<file path="src/rtl/amount_to_dig.sv">
`default_nettype none
// ============================================================================
//  Module      : amount_to_dig
//  Description : Converts a 10-bit binary amount into three packed 5-bit
//                seven-segment digit codes using an iterative shift-add-3
//                (double-dabble) engine with a start/busy/done handshake.
//                Leading zeros can be blanked and amounts above 999 are
//                shown as three dashes. The last result is held between
//                conversions.
//  Revision    : 1.0 - initial release
// ============================================================================
module amount_to_dig #(
    parameter bit         BLANK_LZ   = 1'b1,
    parameter logic [4:0] CODE_BLANK = 5'd16,
    parameter logic [4:0] CODE_DASH  = 5'd17
) (
    input  logic        clk100MHZ,
    input  logic        rst,
    input  logic        start,
    input  logic [9:0]  value,
    output logic        busy,
    output logic        done,
    output logic [14:0] dig
);

    localparam logic [3:0] c_LAST_ITER = 4'd9;

    typedef enum logic [1:0] {
        S_IDLE   = 2'd0,
        S_SHIFT  = 2'd1,
        S_FINISH = 2'd2
    } state_t;

    state_t      r_state;
    logic [9:0]  r_bin;
    logic [11:0] r_bcd;
    logic [3:0]  r_cnt;
    logic        r_ovf;
    logic        r_busy;
    logic        r_done;
    logic [14:0] r_dig;

    logic [11:0] w_bcd_adj;
    logic [14:0] w_dig_next;
    logic        w_unused_carry;

    // Add-3 correction on every BCD nibble, all judged on the pre-add value
    for (genvar gi = 0; gi < 3; gi++) begin : g_adj
        assign w_bcd_adj[gi*4 +: 4] = (r_bcd[gi*4 +: 4] >= 4'd5)
                                    ? r_bcd[gi*4 +: 4] + 4'd3
                                    : r_bcd[gi*4 +: 4];
    end

    // The bit shifted out of the hundreds nibble only occurs for values
    // above 999, which are already reported through the overflow path.
    assign w_unused_carry = w_bcd_adj[11];

    // Build the display word from the finished BCD result
    always_comb begin
        w_dig_next = {CODE_DASH, CODE_DASH, CODE_DASH};
        if (!r_ovf) begin
            w_dig_next = {1'b0, r_bcd[11:8], 1'b0, r_bcd[7:4], 1'b0, r_bcd[3:0]};
            if (BLANK_LZ) begin
                if (r_bcd[11:8] == 4'd0) begin
                    w_dig_next[14:10] = CODE_BLANK;
                end
                if (r_bcd[11:4] == 8'd0) begin
                    w_dig_next[9:5] = CODE_BLANK;
                end
            end
        end
    end

    // Conversion sequencer: capture, ten shift-add-3 steps, then publish
    always_ff @(posedge clk100MHZ) begin
        if (rst) begin
            r_state <= S_IDLE;
            r_bin   <= 10'd0;
            r_bcd   <= 12'd0;
            r_cnt   <= 4'd0;
            r_ovf   <= 1'b0;
            r_busy  <= 1'b0;
            r_done  <= 1'b0;
            r_dig   <= {CODE_BLANK, CODE_BLANK, 5'd0};
        end else begin
            r_done <= 1'b0;
            case (r_state)
                S_IDLE: begin
                    if (start) begin
                        r_bin   <= value;
                        r_bcd   <= 12'd0;
                        r_cnt   <= 4'd0;
                        r_ovf   <= (value > 10'd999);
                        r_busy  <= 1'b1;
                        r_state <= S_SHIFT;
                    end
                end
                S_SHIFT: begin
                    r_bcd <= {w_bcd_adj[10:0], r_bin[9]};
                    r_bin <= {r_bin[8:0], 1'b0};
                    r_cnt <= r_cnt + 4'd1;
                    if (r_cnt == c_LAST_ITER) begin
                        r_state <= S_FINISH;
                    end
                end
                S_FINISH: begin
                    r_dig   <= w_dig_next;
                    r_done  <= 1'b1;
                    r_busy  <= 1'b0;
                    r_state <= S_IDLE;
                end
                default: begin
                    r_state <= S_IDLE;
                    r_busy  <= 1'b0;
                end
            endcase
        end
    end

    assign busy = r_busy;
    assign done = r_done;
    assign dig  = r_dig;

endmodule
`default_nettype wire
</file>
<file path="config.mk">
export PLATFORM = sky130hd
export DESIGN_NAME = amount_to_dig
export DESIGN_NICKNAME = d
export VERILOG_FILES = /design/src/rtl/amount_to_dig.sv
export SDC_FILE = /design/constraint.sdc
export NUM_CORES = 1
export LEC_CHECK = 0
export BUFFER_PORTS_ARGS = -buffer_cell sky130_fd_sc_hd__buf_4
export CAP_MARGIN = 20
export CORE_MARGIN = 2
export CORE_UTILIZATION = 56
export DETAILED_ROUTE_END_ITERATION = 6
export GPL_ROUTABILITY_DRIVEN = 1
export MAX_ROUTING_LAYER = met4
export PLACE_DENSITY_LB_ADDON = 0.3
export SYNTH_ARGS = -nofsm -noshare
export SYNTH_HDL_FRONTEND = slang
export SYNTH_SLANG_ARGS = --single-unit
</file>
<file path="constraint.sdc">
create_clock -name clk100MHZ -period 2 [get_ports clk100MHZ]
set_input_delay 0.1 -clock clk100MHZ [delete_from_list [all_inputs] [get_ports clk100MHZ]]
set_output_delay 0.1 -clock clk100MHZ [all_outputs]
set_load 0.03 [all_outputs]
</file>
### Word-level counts from Yosys, hierarchy flattened

Index checks and enable logic that the tools add are counted.

* add/subtract/negate cells: 4
* order comparisons: 4
* equal/unequal tests: 5
* muxes and demuxes: 18
* bitwise gates (word level): 1
* reduce and logical (&&, ||, !) cells: 8

Operator list (count)
* $pmux W12 S2: 1
* $pmux W10 S2: 1
* $mux W15: 1
* $ge A4 B3 Y1 const B: 3
* $mux W12: 1
* $mux W4: 3
* $gt A10 B10 Y1 const B: 1
* $mux W10: 1
* $mux W5: 2
* $add A4 B2 Y4 const B: 2
* $logic_not A8 Y1: 1
* $pmux W4 S2: 1
* $reduce_and A2 Y1: 4
* $add A4 B1 Y4 const B: 1
* $eq A4 B4 Y1 const B: 1
* $logic_not A4 Y1: 1
* $mux W2: 2
* $ne A2 B2 Y1 const B: 2
* $pmux W2 S2: 1
* $add A3 B2 Y3 const B: 1
* $mux W3: 1
* $eq A2 B1 Y1 const B: 1
* $eq A2 B2 Y1 const B: 1
* $logic_not A2 Y1: 1
* 4 further kinds: 5

* flip-flop bits (word level): 46
* bits of input ports: 13
* output and inout port bits: 17
* word-level logic and storage cells: 48

### Depth between registers and ports, before layout

Gate-level depths: netlist of the first run.

* depth after elaboration: 3
* depth in mapped cells: 6
* depth with buffers taken out: 6

### Worst setup path before layout of the first run

OpenSTA, ideal clock, no wires.

* path type: reg-to-reg
* start point: register r_bcd[8]
* end point: register r_dig[9] (netlist: dig[9])
* setup time: 123 ps
* data arrival time: 1346 ps
* required time: 1877 ps
* setup slack: 530 ps
* stages on the path, launching flop included: 7
* buffers on the path: 0
* clock period less this slack: 1470 ps
* path through: dfxtp_1 -> inv_1 -> ha_1 -> nor3b_1 -> a31oi_1 -> a21oi_1 -> or2_2

* longest elaborated chain between the ends: 3

RTL lines
* start, declared: line 36 `logic [11:0] r_bcd;`
* start signal, assigned: line 99 `r_bcd <= {w_bcd_adj[10:0], r_bin[9]};`
* $logic_not A8 Y1: line 67 `if (r_bcd[11:4] == 8'd0) begin`
* $mux W5: line 67
* $mux W15: line 61 `if (!r_ovf) begin`
* end signal, assigned: line 84 `r_dig <= {CODE_BLANK, CODE_BLANK, 5'd0};`
* end signal, assigned: line 107 `r_dig <= w_dig_next;`
* end, declared: line 41 `logic [14:0] r_dig;`

No other way between the ends.
A chain may end at the register's enable or synchronous reset.

### Worst setup path in the final report of the first run

Ends and elaborated chain as after synthesis.

==> results of run 1 <==
[state kept, by name, indices dropped and copies added (netlist names)]
register	flops
dig	15
r_bin	10
busy	1
r_ovf	1
r_state	2
r_cnt	4
r_bcd	12
done	1
[placed cells by master (no fill, tap or decap), types with 8 or more instances in the layout]
master   instances
ha_1             9
nor4_1           9
buf_4           32
nand2_1         14
nor2_1          51
dfxtp_1         46
nor3_1          10
inv_1            8
a21oi_1         22
[repair_timing]
item | in CTS | in global routing
endpoints found under the setup margin | 0 | 0
hold endpoints to repair | 1 | 0
hold buffers | 1 | 0
[layout make-up]
type / count / share of cell area
Timing Repair Buffer: 33 / 0.105
Clock inverter: 2 / 0.0253
Tap cell: 46 / 0.0243
Sequential cell: 46 / 0.388
Inverter: 8 / 0.0127
Multi-Input combinational cell: 172 / 0.422
Clock buffer: 6 / 0.0216
[Yosys cell counts (all sizes together)]
master  count
clkbuf      5
a22o        7
or4b        1
a32oi       4
and2b       1
nand2      14
mux2i       3
nor4        9
nand2b      5
or2         2
xor2        1
inv         8
buf         9
nor3b       2
nand4       2
a211o       1
o31ai       3
nand3b      7
a31oi       3
ha          9
a21oi      22
nor2       51
xnor2       3
dfxtp      46
nor2b       1
mux2        1
or3b        1
o21ai       3
nand3       5
nor3       10
o21ba       1
[power groups by stage]
stage	sequential (W)	combinational (W)	clock [W]
6_report	0.000961	0.000137	0.000718
5_1_grt	0.000965	0.000153	0.000761
4_1_cts	0.000961	0.000138	0.000727
3_5_place_dp	0.000982	0.000134	0
3_3_place_gp	0.000981	0.000134	0
2_1_floorplan	0.000980	0.0000967	0
[routing by layer]
layer	routed length, um	up-vias	share of wire	GRT usage
li1	-	879	-	-
met1	2000	780	0.49	0.305
met2	1800	46	0.44	0.320
met3	229	6	0.056	0.0581
met4	59	0	0.014	0.0878
met5	0	-	0	-
[kinds of logic (layout without fill, tap and decap cells)]
kind of cell               after synthesis  count (layout)  synth area share
AOI/OAI and AO/OA                       44              44             0.139
xor gates and xnor gates                 4               4            0.0173
adders and majority gates                9               9            0.0555
buffers and inverters                   22              49            0.0518
DFF                                     46              46             0.454
muxes                                    4               4            0.0204
and+or+nand+nor                        111             111             0.262
[worst register-to-register path: stages (launching register included)]
cell     delay, ns
dfxtp_1       0.42
inv_1         0.09
ha_1          0.24
nor3b_1       0.19
a31oi_1       0.23
a21oi_1       0.09
or2_2         0.28
[stage by stage]
step | std cells | utilization | hold WS, ns | power [W]
final | 313 | 0.695 | 0.0133 | 0.00182
after floorplan | 240 | - | 0.236 | 0.00108
after global placement | 304 | 0.659 | 0.356 | 0.00111
after detailed placement | 304 | 0.659 | 0.365 | 0.00112
after global routing | 313 | 0.695 | 0.00753 | 0.00188
after CTS | 313 | 0.695 | 0.00688 | 0.00183
[worst paths after layout]
| check | start | end | slack, ns |
|---|---|---|---|
| setup / recovery | r_bcd[8] | dig[9] | 0.37 |
| setup reg to reg | r_bcd[8] | dig[9] | 0.37 |
| hold / removal | value[2] | r_bin[2] | 0.01 |
| hold reg to reg | r_bin[9] | r_bcd[0] | 0.46 |
==> impl_metrics.csv, run 1 <==
group,metric,value,unit
status,status,"finished clean",
cells_and_area,drive_gt1_frac,0.165,
logic_synthesis,synth.top_cell.area_share,0.454,
drt,routed_wl,4090,um
place,dpl_worst_slack,0.406,ns
worst_setup_path,critPathLaunchType,"flop",
pwr,p_sw_frac,0.219,
cells_and_area,n_antenna_cell,0,
place,dpl_cell_area,2250,um2
global_route,grt_usage,0.225,
drt,vias,1711,
sta,slew_headroom,0.650,
logic_synthesis,syn_inst,240,
global_route,grt_max_degree,42,
worst_hold_path,holdPathStages,3,
pwr,leakage,0.959,nW
drt,drc,0,
floorplan,dieArea,4120,um2
floorplan,core_area,3420,um2
pwr,power_frac_comb,0.075,
drt,ant_nets,0,
logic_synthesis,yosysTopAreaCell,"dfxtp_1",
cells_and_area,finalNetCount,288,
clock_network,cts_root_buffer,"clkbuf_4",
clock_network,cts.htree.levels,2,
place,port-buffer-count,29,
worst_setup_path,arrival,1.90,ns
sta,period_needed,1.63,ns
pwr,power_switching,0.000397,W
pwr,power.density,766,nW/um2
floorplan,die_y,64.2,um
sta,tightest_slew,0.524,ns
cells_and_area,fillers,301,
sta,setup_viol,0,
sta,hold_viol_final,0,
floorplan,num_io_pins,30,
logic_synthesis,syn-mean-instance-area,8.45,um2
cells_and_area,stdcell_area,2370,um2
logic_synthesis,synth.net_count,262,
clock_network,clk_pin_slew,0.13,ns
worst_setup_path,max_stage_delay,0.42,ns
worst_setup_path,worstPathRequired,2.27,ns
worst_setup_path,crit_type,"flop to flop",
cells_and_area,regArea,921,um2
cells_and_area,syn_to_final_growth,17.0,%
cells_and_area,multiInputGateArea,1000,um2
sta,fin_crit_sh,0.817,
pwr,peakVddDrop,0.641,mV
sta,rsz0062_at_grt,"no",
clock_network,cts_tree,"yes",
worst_setup_path,path_delay_family,"simple AND/OR/NAND/NOR gates",
worst_setup_path,crit_fanout,4,
sta,fmax,612,MHz
worst_setup_path,ff2ff_path_depth,6,
clock_network,clockBufferDepth,2,
sta,fin_worst_skew,0.00934,ns
global_route,grt_pass1_vias,1530,
global_route,grt_overflow,0,
clock_network,insertion_delay,0.36,ns
logic_synthesis,synthTopCellsByArea,"dfxtp_1 45%, nor2_1 9.4%, ha_1 5.6%, a21oi_1 5.4%, a22o_1 3.0%",
global_route,antenna_found_initial,0,
worst_setup_path,cp_cell_sequence,"inv_1, ha_1, nor3b_1, a31oi_1, a21oi_1, or2_2",
logic_synthesis,yosysUniqueCellTypes,33,
clock_network,cts_resized,0,
drt,wl_per_cell,13.1,um
sta,setup_tns,0,ns
clock_network,post_cts_buffers,0,
logic_synthesis,syn_area,2030,um2
drt,drt-vias-per-instance,5.47,
worst_setup_path,slowest_stage,"dfxtp_1",
drt,drt_iter0_markers,173,
pwr,p_int,0.00142,W
sta,slew_violations,0,
drt,drt_pass1_iterations,4,
logic_synthesis,yosysWarnings,0,
floorplan,core.rowCount,21,
floorplan,start_util,0.594,
worst_hold_path,hold_path.class,"input pin to flop",
place,place_hpwl,2720,um
global_route,grt_pass1_wl,7050,um
worst_setup_path,cp_num_buf_inv,1,
worst_setup_path,end_kind,"flop",
pwr,pwr-share-seq,0.529,
floorplan,fp.dieW,64.2,um
clock_network,cts.sinks,46,
run,maxCapViolCount,0,
logic_synthesis,ys_seq_area_frac,0.454,
sta,worst_slack,0.366,ns
clock_network,cts_made_buffers,5,
logic_synthesis,ys_ff_latch,46,
pwr,power_frac_clock,0.395,
place,gp_congestion,0.900,
worst_setup_path,crit_cells,6,
Power figures use the tool's default switching activity.
==> run 2, diff against run 1 <==
--- a/config.mk
+++ b/config.mk
@@ -5,6 +5,7 @@
 export SDC_FILE = /design/constraint.sdc
 export NUM_CORES = 1
 export LEC_CHECK = 0
+export ABC_AREA = 1
 export BUFFER_PORTS_ARGS = -buffer_cell sky130_fd_sc_hd__buf_4
 export CAP_MARGIN = 20
 export CORE_MARGIN = 2
==> constraint.sdc (replaced) <==
create_clock -name clk100MHZ -period 1.59 [get_ports clk100MHZ]
set_input_delay 0.0795 -clock clk100MHZ [delete_from_list [all_inputs] [get_ports clk100MHZ]]
set_output_delay 0.0795 -clock clk100MHZ [all_outputs]
set_load 0.03 [all_outputs]
==> run 2 against run 1 <==
Power rose by 17%. Clock power barely moved. Non-clock buffer count fell by 1. Largest cell class unchanged. Via count rose by 15%. Clock-buffer cell count fell by 1. Critical endpoint is now r_bcd[4]. Register-to-register slack got worse by 0.16 ns.
==> impl_metrics.csv, run 2 <==
group,metric,value,unit
logic_synthesis,synth.top_cell.area_share,0.418,
logic_synthesis,ys_seq_area_frac,0.418,
drt,drt-vias-per-instance,5.48,
pwr,pwr-share-seq,0.569,
floorplan,num_io_pins,30,
logic_synthesis,async_flop_share,0,
logic_synthesis,yosysMostFrequentCell,"nand2_1",
cells_and_area,drive_gt1_frac,0.202,
pwr,p_int,0.00157,W
worst_setup_path,arrival,1.63,ns
drt,routed_wl,4560,um
sta,setup_tns,0,ns
logic_synthesis,yosysWarnings,0,
cells_and_area,n_antenna_cell,0,
logic_synthesis,synth.net_count,305,
clock_network,cts_resized,0,
sta,fmax,721,MHz
logic_synthesis,syn-mean-instance-area,7.78,um2
worst_setup_path,worstPathRequired,1.84,ns
cells_and_area,syn_to_final_growth,13.8,%
place,port-buffer-count,29,
drt,drc,0,
status,status,"finished clean",
clock_network,cts.sinks,46,
drt,ant_nets,0,
pwr,power.density,850,nW/um2
cells_and_area,final_common_cell,"nand2_1",
logic_synthesis,synthFlopType,"dfxtp_1",
worst_setup_path,crit_fanout,6,
pwr,power_frac_clock,0.337,
logic_synthesis,syn_inst,283,
clock_network,holdBufCountCts,0,
logic_synthesis,syn_area,2200,um2
drt,drt_pass1_iterations,4,
clock_network,post_cts_buffers,0,
drt,vias,1971,
drt,drt_iter0_markers,150,
worst_setup_path,end_kind,"flop",
worst_setup_path,max_stage_delay,0.42,ns
cells_and_area,finalNetCount,333,
global_route,grt_usage,0.231,
worst_hold_path,hold_path.class,"input pin to flop",
worst_hold_path,holdPathStages,3,
place,gp_congestion,0.815,
pwr,leakage,1.07,nW
sta,fin_worst_skew,0.0107,ns
cells_and_area,multiInputGateArea,1070,um2
floorplan,die_y,66.7,um
worst_setup_path,crit_type,"flop to flop",
logic_synthesis,yosysTopAreaCell,"dfxtp_1",
place,place_hpwl,3340,um
pwr,power_switching,0.000559,W
floorplan,fp.dieW,66.7,um
cells_and_area,regArea,921,um2
worst_setup_path,critPathLaunchType,"flop",
cells_and_area,fillers,337,
drt,wl_per_cell,12.7,um
worst_setup_path,ff2ff_path_depth,9,
global_route,grt_pass1_vias,1817,
cells_and_area,final_cell_mix,"53 x nand2_1, 46 x dfxtp_1, 32 x buf_4",
clock_network,cts_made_buffers,5,
sta,timing.hold.ws,0.0264,ns
clock_network,cts_root_buffer,"clkbuf_8",
logic_synthesis,ys_top_cells_by_count,"53 x nand2_1, 46 x dfxtp_1, 29 x nand3_1",
sta,setup_viol,0,
sta,rsz0062_at_grt,"no",
floorplan,start_util,0.592,
logic_synthesis,yosysUniqueCellTypes,31,
floorplan,core_area,3720,um2
global_route,antenna_found_initial,0,
cells_and_area,largest_reg_flops,15,
sta,tightest_slew,0.463,ns
clock_network,cts.htree.levels,2,
run,maxCapViolCount,0,
floorplan,dieArea,4450,um2
global_route,grt_pass1_wl,7690,um
logic_synthesis,ys_ff_latch,46,
cells_and_area,stdcell_area,2500,um2
clock_network,cts_tree,"yes",
sta,period_needed,1.39,ns
logic_synthesis,synthTopCellsByArea,"dfxtp_1 42%, nand2_1 9.0%, nand3_1 6.6%, ha_1 5.1%, a21oi_1 5.0%",
pwr,power_frac_comb,0.095,
logic_synthesis,synth_edf_count,0,
worst_setup_path,crit_top_cell,"nor2_1",
global_route,grt_max_degree,29,
floorplan,core.rowCount,22,
place,dpl_cell_area,2410,um2
clock_network,clk_pin_slew,0.09,ns
sta,slew_violations,0,
clock_network,insertion_delay,0.30,ns
pwr,peakVddDrop,0.588,mV
sta,hold_viol_final,0,
pwr,p_sw_frac,0.263,
worst_setup_path,cp_cell_sequence,"inv_1, ha_1, inv_1, nand2_1, nand3_1, nand2_1, nor2_1, nor2_1, nor2_1",
sta,slew_headroom,0.691,
sta,fin_crit_sh,0.872,
global_route,grt_overflow,0,
clock_network,clockBufferDepth,2,
worst_setup_path,slowest_stage,"dfxtp_1",
==> run 2: changes by cell type in the layout (fill, tap and decap cells not counted), sizes merged, moves of 9 or more <==
cell,change
inv,+25
nand2,+43
nand3,+25
nor2,-24
nor3,-9
nor4,-9
o21ai,+16
==> run 2: per-layer routing <==
metal	wire (um)	global-route usage	vias up
met2	2090	0.376	54
met1	2170	0.280	906
li1	-	-	1002
met4	76	0.0867	0
met5	0	-	-
met3	232	0.0524	9
==> run 2: worst paths after layout <==
kind	slack (ns)	from	end
min	0.03	value[8]	r_bin[8]
min reg2reg	0.45	r_bin[1]	r_bin[1]
max	0.20	r_bcd[0]	r_bcd[4]
max reg2reg	0.20	r_bcd[0]	r_bcd[4]
==> run 2: logic make-up after synthesis <==
kind of cell               after synthesis  share of synthesized area
DFF                                     46                      0.418
AOI/OAI and AO/OA                       61                      0.180
buffers and inverters                   44                     0.0966
and+or+nand+nor                        123                      0.254
adders and majority gates                9                     0.0512
==> run 2: critical path: cells and delay by family (launching register included) <==
family                     cells  cell delay (ns)
adders and majority gates      1             0.23
DFF                            1             0.42
buffers and inverters          2             0.16
and+or+nand+nor                6             0.52
==> run 2: power by group through the flow <==
stage	combinational, W	sequential (W)	clock [W]
final	0.000202	0.00121	0.000717
after floorplan	0.000152	0.00123	0
after global routing	0.000226	0.00122	0.000766
after detailed placement	0.000200	0.00124	0
after CTS	0.000202	0.00121	0.000725
after global placement	0.000196	0.00124	0
==> run 2: area by class of cell <==
cell class | instances | share of cell area
Clock buffer | 5 | 0.0275
Clock inverter | 3 | 0.00849
Inverter | 33 | 0.0504
Multi-Input combinational cell | 193 | 0.426
Sequential cell | 46 | 0.368
Tap cell | 48 | 0.0240
Timing Repair Buffer | 32 | 0.0959
==> run 2: stage by stage <==
| stage | total power (W) | util | instances | setup WS [ns] |
|---|---|---|---|---|
| 5_1_grt | 0.00221 | 0.674 | 360 | 0.0832 |
| 4_1_cts | 0.00214 | 0.674 | 360 | 0.209 |
| 3_3_place_gp | 0.00143 | 0.650 | 352 | 0.254 |
| 3_5_place_dp | 0.00144 | 0.650 | 352 | 0.229 |
| 6_report | 0.00213 | 0.674 | 360 | 0.203 |
| 2_1_floorplan | 0.00139 | - | 283 | 0.408 |
